File: src/rtl/mac_pkg.sv
// mac_pkg: shared constants and FSM state type for the MAC controller.
//   WI      - operand width of one MAC lane
//   N       - lanes per MAC chunk
//   MW      - MAC result width (2*WI + clog2(N) + 6)
//   MAC_LAT - cycles from MAC valid-in to MAC valid-out
//   ACC_W   - dot-product result width
package mac_pkg;

    localparam int unsigned WI      = 8;
    localparam int unsigned N       = 16;
    localparam int unsigned MW      = 2 * WI + $clog2(N) + 6;
    localparam int unsigned MAC_LAT = 9;
    localparam int unsigned ACC_W   = 32;

    typedef enum logic [1:0] {
        StIdle,
        StIssue,
        StDrain,
        StOut
    } state_e;

endpackage

File: src/rtl/mac_sat_acc.sv
// mac_sat_acc: signed saturating accumulator with a sticky saturation flag.
// Ports:
//   clk_i, rst_ni - clock, asynchronous active-low reset
//   clr_i         - clear accumulator and sticky flag
//   en_i          - add add_i (sign-extended) into the accumulator this cycle
//   add_i         - signed MW-bit addend
//   acc_o         - signed ACC_W-bit accumulator value
//   sat_o         - set once any addition clamped; cleared by clr_i
module mac_sat_acc #(
    parameter int unsigned MW    = 26,
    parameter int unsigned ACC_W = 32
) (
    input  logic             clk_i,
    input  logic             rst_ni,
    input  logic             clr_i,
    input  logic             en_i,
    input  logic [MW-1:0]    add_i,
    output logic [ACC_W-1:0] acc_o,
    output logic             sat_o
);

    localparam logic [ACC_W-1:0] MaxVal = {1'b0, {(ACC_W - 1){1'b1}}};
    localparam logic [ACC_W-1:0] MinVal = {1'b1, {(ACC_W - 1){1'b0}}};

    logic [ACC_W-1:0] acc_q, acc_d;
    logic             sat_q;
    logic [ACC_W:0]   sum;
    logic             ovf;

    // One guard bit: overflow shows up as the top two sum bits disagreeing.
    always_comb begin
        sum   = {acc_q[ACC_W-1], acc_q} + {{(ACC_W + 1 - MW){add_i[MW-1]}}, add_i};
        ovf   = sum[ACC_W] ^ sum[ACC_W-1];
        acc_d = sum[ACC_W-1:0];
        if (ovf) begin
            acc_d = sum[ACC_W] ? MinVal : MaxVal;
        end
    end

    always_ff @(posedge clk_i or negedge rst_ni) begin
        if (!rst_ni) begin
            acc_q <= '0;
            sat_q <= 1'b0;
        end else if (clr_i) begin
            acc_q <= '0;
            sat_q <= 1'b0;
        end else if (en_i) begin
            acc_q <= acc_d;
            sat_q <= sat_q | ovf;
        end
    end

    assign acc_o = acc_q;
    assign sat_o = sat_q;

endmodule

File: src/rtl/mac_ctrl.sv
// mac_ctrl: sequences one dot-product command through a pipelined MAC.
// Accepts (len, wbase, dbase), streams len buffer reads without bubbles,
// accumulates the returned MAC results with saturation and presents the sum.
// Ports:
//   clk, rstn                          - clock, asynchronous active-low reset
//   cmd_vld_i/cmd_rdy_o                - command handshake (ready only in idle)
//   cmd_len_i, cmd_wbase_i, cmd_dbase_i - chunk count and start addresses
//   buf_rd_o, buf_waddr_o, buf_daddr_o - buffer read strobe and addresses
//   mac_vld_o                          - MAC valid-in (read strobe delayed 1 cycle)
//   mac_vld_i, mac_acc_i               - MAC valid-out and signed result
//   res_vld_o/res_rdy_i                - result handshake
//   res_data_o, res_sat_o              - signed result and saturation flag
//   busy_o                             - high whenever not idle
module mac_ctrl #(
    parameter int unsigned WI      = mac_pkg::WI,
    parameter int unsigned N       = mac_pkg::N,
    parameter int unsigned MW      = 2 * WI + $clog2(N) + 6,
    parameter int unsigned MAC_LAT = mac_pkg::MAC_LAT,
    parameter int unsigned AW      = 10,
    parameter int unsigned LW      = 8,
    parameter int unsigned ACC_W   = mac_pkg::ACC_W
) (
    input  logic             clk,
    input  logic             rstn,
    input  logic             cmd_vld_i,
    output logic             cmd_rdy_o,
    input  logic [LW-1:0]    cmd_len_i,
    input  logic [AW-1:0]    cmd_wbase_i,
    input  logic [AW-1:0]    cmd_dbase_i,
    output logic             buf_rd_o,
    output logic [AW-1:0]    buf_waddr_o,
    output logic [AW-1:0]    buf_daddr_o,
    output logic             mac_vld_o,
    input  logic             mac_vld_i,
    input  logic [MW-1:0]    mac_acc_i,
    output logic             res_vld_o,
    input  logic             res_rdy_i,
    output logic [ACC_W-1:0] res_data_o,
    output logic             res_sat_o,
    output logic             busy_o
);
    import mac_pkg::*;

    if (MW > ACC_W) begin : g_bad_width
        $error("mac_ctrl: MW must not exceed ACC_W");
    end
    if (MAC_LAT < 1) begin : g_bad_lat
        $error("mac_ctrl: MAC_LAT must be at least 1");
    end

    state_e        state_q;
    logic [LW-1:0] len_q, iss_cnt_q, rcv_cnt_q;
    logic [AW-1:0] waddr_q, daddr_q;
    logic          cmd_rdy_q, buf_rd_q, mac_vld_q, res_vld_q, busy_q;

    logic          accept, count_en, last_rd;
    logic [LW-1:0] rcv_next;

    always_comb begin
        accept   = cmd_vld_i & cmd_rdy_q;
        // Results are only meaningful while a command is in flight.
        count_en = mac_vld_i & ((state_q == StIssue) | (state_q == StDrain));
        rcv_next = rcv_cnt_q + LW'(count_en);
        last_rd  = (iss_cnt_q + LW'(1)) == len_q;
    end

    always_ff @(posedge clk or negedge rstn) begin
        if (!rstn) begin
            state_q   <= StIdle;
            len_q     <= '0;
            iss_cnt_q <= '0;
            rcv_cnt_q <= '0;
            waddr_q   <= '0;
            daddr_q   <= '0;
            cmd_rdy_q <= 1'b0;
            buf_rd_q  <= 1'b0;
            mac_vld_q <= 1'b0;
            res_vld_q <= 1'b0;
            busy_q    <= 1'b0;
        end else begin
            mac_vld_q <= buf_rd_q;
            rcv_cnt_q <= rcv_next;
            unique case (state_q)
                StIdle: begin
                    if (accept) begin
                        len_q     <= cmd_len_i;
                        waddr_q   <= cmd_wbase_i;
                        daddr_q   <= cmd_dbase_i;
                        iss_cnt_q <= '0;
                        rcv_cnt_q <= '0;
                        cmd_rdy_q <= 1'b0;
                        busy_q    <= 1'b1;
                        if (cmd_len_i != '0) begin
                            state_q  <= StIssue;
                            buf_rd_q <= 1'b1;
                        end else begin
                            state_q   <= StOut;
                            res_vld_q <= 1'b1;
                        end
                    end else begin
                        // Ready rises one cycle after reset release.
                        cmd_rdy_q <= 1'b1;
                    end
                end
                StIssue: begin
                    iss_cnt_q <= iss_cnt_q + LW'(1);
                    waddr_q   <= waddr_q + AW'(1);
                    daddr_q   <= daddr_q + AW'(1);
                    if (last_rd) begin
                        buf_rd_q <= 1'b0;
                        state_q  <= StDrain;
                    end
                end
                StDrain: begin
                    // Leave on the edge that absorbs the final result.
                    if (rcv_next == len_q) begin
                        state_q   <= StOut;
                        res_vld_q <= 1'b1;
                    end
                end
                StOut: begin
                    if (res_rdy_i) begin
                        state_q   <= StIdle;
                        res_vld_q <= 1'b0;
                        cmd_rdy_q <= 1'b1;
                        busy_q    <= 1'b0;
                    end
                end
            endcase
        end
    end

    mac_sat_acc #(
        .MW    (MW),
        .ACC_W (ACC_W)
    ) u_acc (
        .clk_i  (clk),
        .rst_ni (rstn),
        .clr_i  (accept),
        .en_i   (count_en),
        .add_i  (mac_acc_i),
        .acc_o  (res_data_o),
        .sat_o  (res_sat_o)
    );

    assign cmd_rdy_o   = cmd_rdy_q;
    assign buf_rd_o    = buf_rd_q;
    assign buf_waddr_o = waddr_q;
    assign buf_daddr_o = daddr_q;
    assign mac_vld_o   = mac_vld_q;
    assign res_vld_o   = res_vld_q;
    assign busy_o      = busy_q;

endmodule

File: config.mk
export PLATFORM = sky130hd
export DESIGN_NAME = mac_ctrl
export DESIGN_NICKNAME = d
export VERILOG_FILES = /design/src/rtl/mac_pkg.sv /design/src/rtl/mac_sat_acc.sv /design/src/rtl/mac_ctrl.sv
export SDC_FILE = /design/constraint.sdc
export NUM_CORES = 1
export LEC_CHECK = 0
export ABC_AREA = 1
export BUFFER_PORTS_ARGS = -buffer_cell sky130_fd_sc_hd__buf_2
export CORE_MARGIN = 8
export CORE_UTILIZATION = 45
export DETAILED_ROUTE_END_ITERATION = 8
export PLACE_DENSITY = 0.63
export SLEW_MARGIN = 5
export SYNTH_ARGS = -nofsm -noshare
export SYNTH_HDL_FRONTEND = slang
export SYNTH_SLANG_ARGS = --single-unit
File: constraint.sdc
create_clock -name clk -period 2.85 [get_ports clk]
set_input_delay 0.285 -clock clk [delete_from_list [all_inputs] [get_ports clk]]
set_output_delay 0.285 -clock clk [all_outputs]
set_load 0.03 [all_outputs]
==> metrics.txt <==
ys flop type dfrtp_1; Worst R2R Path Depth 15; drt via density a little over 5; Syn Nets between 1000 and 1500; period utilization 0.910; initial antenna violation count 1; total of max-cap violations 0; area grow syn2layout 16.7%; Starting Density 0.457; library cells used by synthesis 44; WP data arrival about 2800 ps; Worst Setup End Kind register; area of the multi-input gates between 0.004 and 0.005 mm^2; die extent in x 137 um; Worst-Margin Slew approximately 660 ps; H-tree depth 3; Power Density roughly 1000 mW/mm^2; Yosys warnings 0; outcome completed; FFs w/ async S/R, synth 1.00; Core Footprint between 0.01 and 0.015 mm^2; synthesized cell area approximately 0.0066 mm^2; FF+latch count, synth 84; final setup violation count 0; Mean Syn Cell Area slightly below 7 um^2; area leader, netlist dfrtp_1; reg2reg start state_q[0]$_DFFE_PN0P_; worst min path class input port to register; worst vdd ir about 540 uV; CTS tree built; post-synth top area share 0.319; Die H roughly 140 um; number of fill cells about 1500; Tot GR Track Use 0.199; router iterations before antenna repair 5; GR Overflow Total 0; via count ~6400; Lkg Pwr between 4 and 5 nW; vias in the first global route 6256; critical path required time just over 3000 ps; # rows 44; dpl cells roughly 1200; setup TNS 0 ps; Antenna Nets Post-Route 0; Synth area leaders dfrtp_1 (32%), nand2_1 (19%), ha_1 (7.8%); clk sinks 84; io pins about 120; critical setup path kind register to register; Ant. Diodes 0; Reg area approximately 0.0021 mm^2; CTS max path bufs 2; Bufs and invs on worst path 2; start point of the worst hold path cmd_len_i[1]; f_max ~0.39 GHz; count of final hold-check violations 0; Nets ~1200; EDFF count, synth 0; reg2reg setup slack approximately 260 ps; total wire length 17.9 mm; port bufs between 100 and 150; drt drc 0; R2R Path End res_vld_o$_DFFE_PN0P_; CP delay by family, top simple AND/OR/NAND/NOR gates; Num CTS Buffers 9; Critical Path Slowest Stage Cell dfrtp_1; Critical Path Max Stage Delay around 370 ps; largest net degree at the start of global routing 50; Routed WL per cell roughly 14 um; max-slew violation count 0; Setup crit start kind register; Final min period approximately 2600 ps; DR iter-0 viols between 300 and 400; Finished Layout Cells 1266; crit path cell chain inv_1 > ha_1 > nand2_1 > inv_1 > ha_1 > ha_1 > or2_2 > a22oi_1 > nand3_1 > nor2_1 > nand3_1 > nand2_1 > nand3_1 > nand2_1 > o21ai_0; Die ar. 0.0188 mm^2; RSZ-0062 raised after global routing no; min setup slack post-route ~260 ps; Slew HR 0.563; hold endpoint len_q[1]$_DFFE_PN0P_; layout cells sized above 1 0.191; hpwl dp 14.1 mm; Cells on Worst Hold Path 3; CTS Root Cell clkbuf_16; CP Max Fanout 4; gp weighted congestion between 0.9 and 1; Skew-Pair Late Insertion Delay roughly 350 ps; Reg clk slew, reported paths ~60 ps; cells after synthesis 957; pre-CTS setup slack 168 ps; Setup Skew 4.77 ps; wire length of the first global-routing pass 29.9 mm; Seq/Total Area, Yosys 0.319
[worst min-delay path, cell delays in order]
cell and delay [ps]:
buf_2 90, nand2_1 40, nand2_1 50
[state kept, by name (all words and copies together) (netlist names), 2 cells and up]
signal / flops
rcv_cnt_q: 8
iss_cnt_q: 8
state_q: 2
u_acc.acc_o: 32
len_q: 8
buf_daddr_o: 10
buf_waddr_o: 10
[cells by family after synthesis]
family | share of synthesized area
mux | 0.00303
buf+inv | 0.0772
xor+xnor | 0.0491
flops | 0.319
fa+ha+maj | 0.0808
compound gates | 0.141
simple gates | 0.330
[metal layers]
metal / GRT usage / up-vias / share of wire
li1: - / 3319 / -
met1: 0.257 / 2923 / 0.46
met2: 0.319 / 165 / 0.45
met3: 0.0426 / 26 / 0.061
met4: 0.0730 / 2 / 0.023
met5: 0 / - / 0.00072
[metrics by stage]
stage | hold WS (ps) | cell area [um^2] | util | total power [mW]
floorplan | -10.6 | 6600 | - | 5.45
global placement | 364 | 7390 | 0.512 | 6.58
detailed placement | 367 | 7390 | 0.512 | 6.60
CTS | 145 | 7670 | 0.532 | 7.77
global route | 189 | 7700 | 0.534 | 8.45
finish | 147 | 7700 | 0.534 | 7.74
[area by class of cell]
type | instances | share of cell area
Multi-Input combinational cell | 748 | 0.519
Inverter | 108 | 0.0526
Tap cell | 184 | 0.0299
Timing Repair Buffer | 126 | 0.0890
Sequential cell | 84 | 0.273
Clock inverter | 6 | 0.00504
Clock buffer | 10 | 0.0310
[power breakdown]
group / switching, mW / leakage, nW / internal, mW
clock: 0.508 / 0.135 / 0.613
sequential: 0.365 / 1.07 / 1.62
combinational: 3.12 / 3.05 / 1.52
total: 4.00 / 4.25 / 3.75
[cell usage after synthesis (11+ instances only)]
| cell | count |
|---|---|
| nand2_1 | 330 |
| nand2_2 | 15 |
| o21ai_0 | 50 |
| nor2_1 | 78 |
| o21ai_2 | 19 |
| xnor2_1 | 11 |
| ha_1 | 41 |
| nand3_1 | 52 |
| inv_1 | 97 |
| dfrtp_1 | 84 |
| xor2_1 | 26 |
| a21oi_1 | 44 |
[timing repair]
action,4_1_cts,5_1_grt
hold buffers,1,0
setup endpoints to repair,0,4
hold endpoints to repair,17,0
setup buffers,0,2
resized for setup,0,2
[worst max-delay path by stage]
stage | from | endpoint | slack, ps | cells after the start
2_1_floorplan | state_q[0]$_DFFE_PN0P_ | res_vld_o$_DFFE_PN0P_ | 380 | 15
3_3_place_gp | state_q[0]$_DFFE_PN0P_ | res_vld_o$_DFFE_PN0P_ | 240 | 15
3_5_place_dp | mac_acc_i[0] | u_acc.acc_o[0]$_DFFE_PN0P_ | 170 | 17
4_1_cts | u_acc.acc_o[0]$_DFFE_PN0P_ | u_acc.acc_o[0]$_DFFE_PN0P_ | 160 | 16
5_1_grt | state_q[0]$_DFFE_PN0P_ | res_vld_o$_DFFE_PN0P_ | 10 | 18
6_report | state_q[0]$_DFFE_PN0P_ | res_vld_o$_DFFE_PN0P_ | 260 | 15
[cell usage in the layout, fill, tap and decap left out, types with 3 or more instances in the layout]
master	count
nand3_1	52
nand2_2	15
clkinv_2	3
or2_2	4
clkbuf_16	9
ha_1	41
a21oi_1	44
o21bai_1	7
buf_4	8
xnor2_1	11
dfrtp_1	84
nand2_4	6
buf_2	115
inv_2	10
nor2_1	78
a31oi_1	3
nor3_1	9
o21ai_0	50
o21ai_2	19
inv_1	97
o21a_1	4
a21oi_2	6
nand3b_1	9
nand4_1	5
xor2_1	26
o22ai_1	6
nand2_1	330
(Power assumes the default switching activity.)
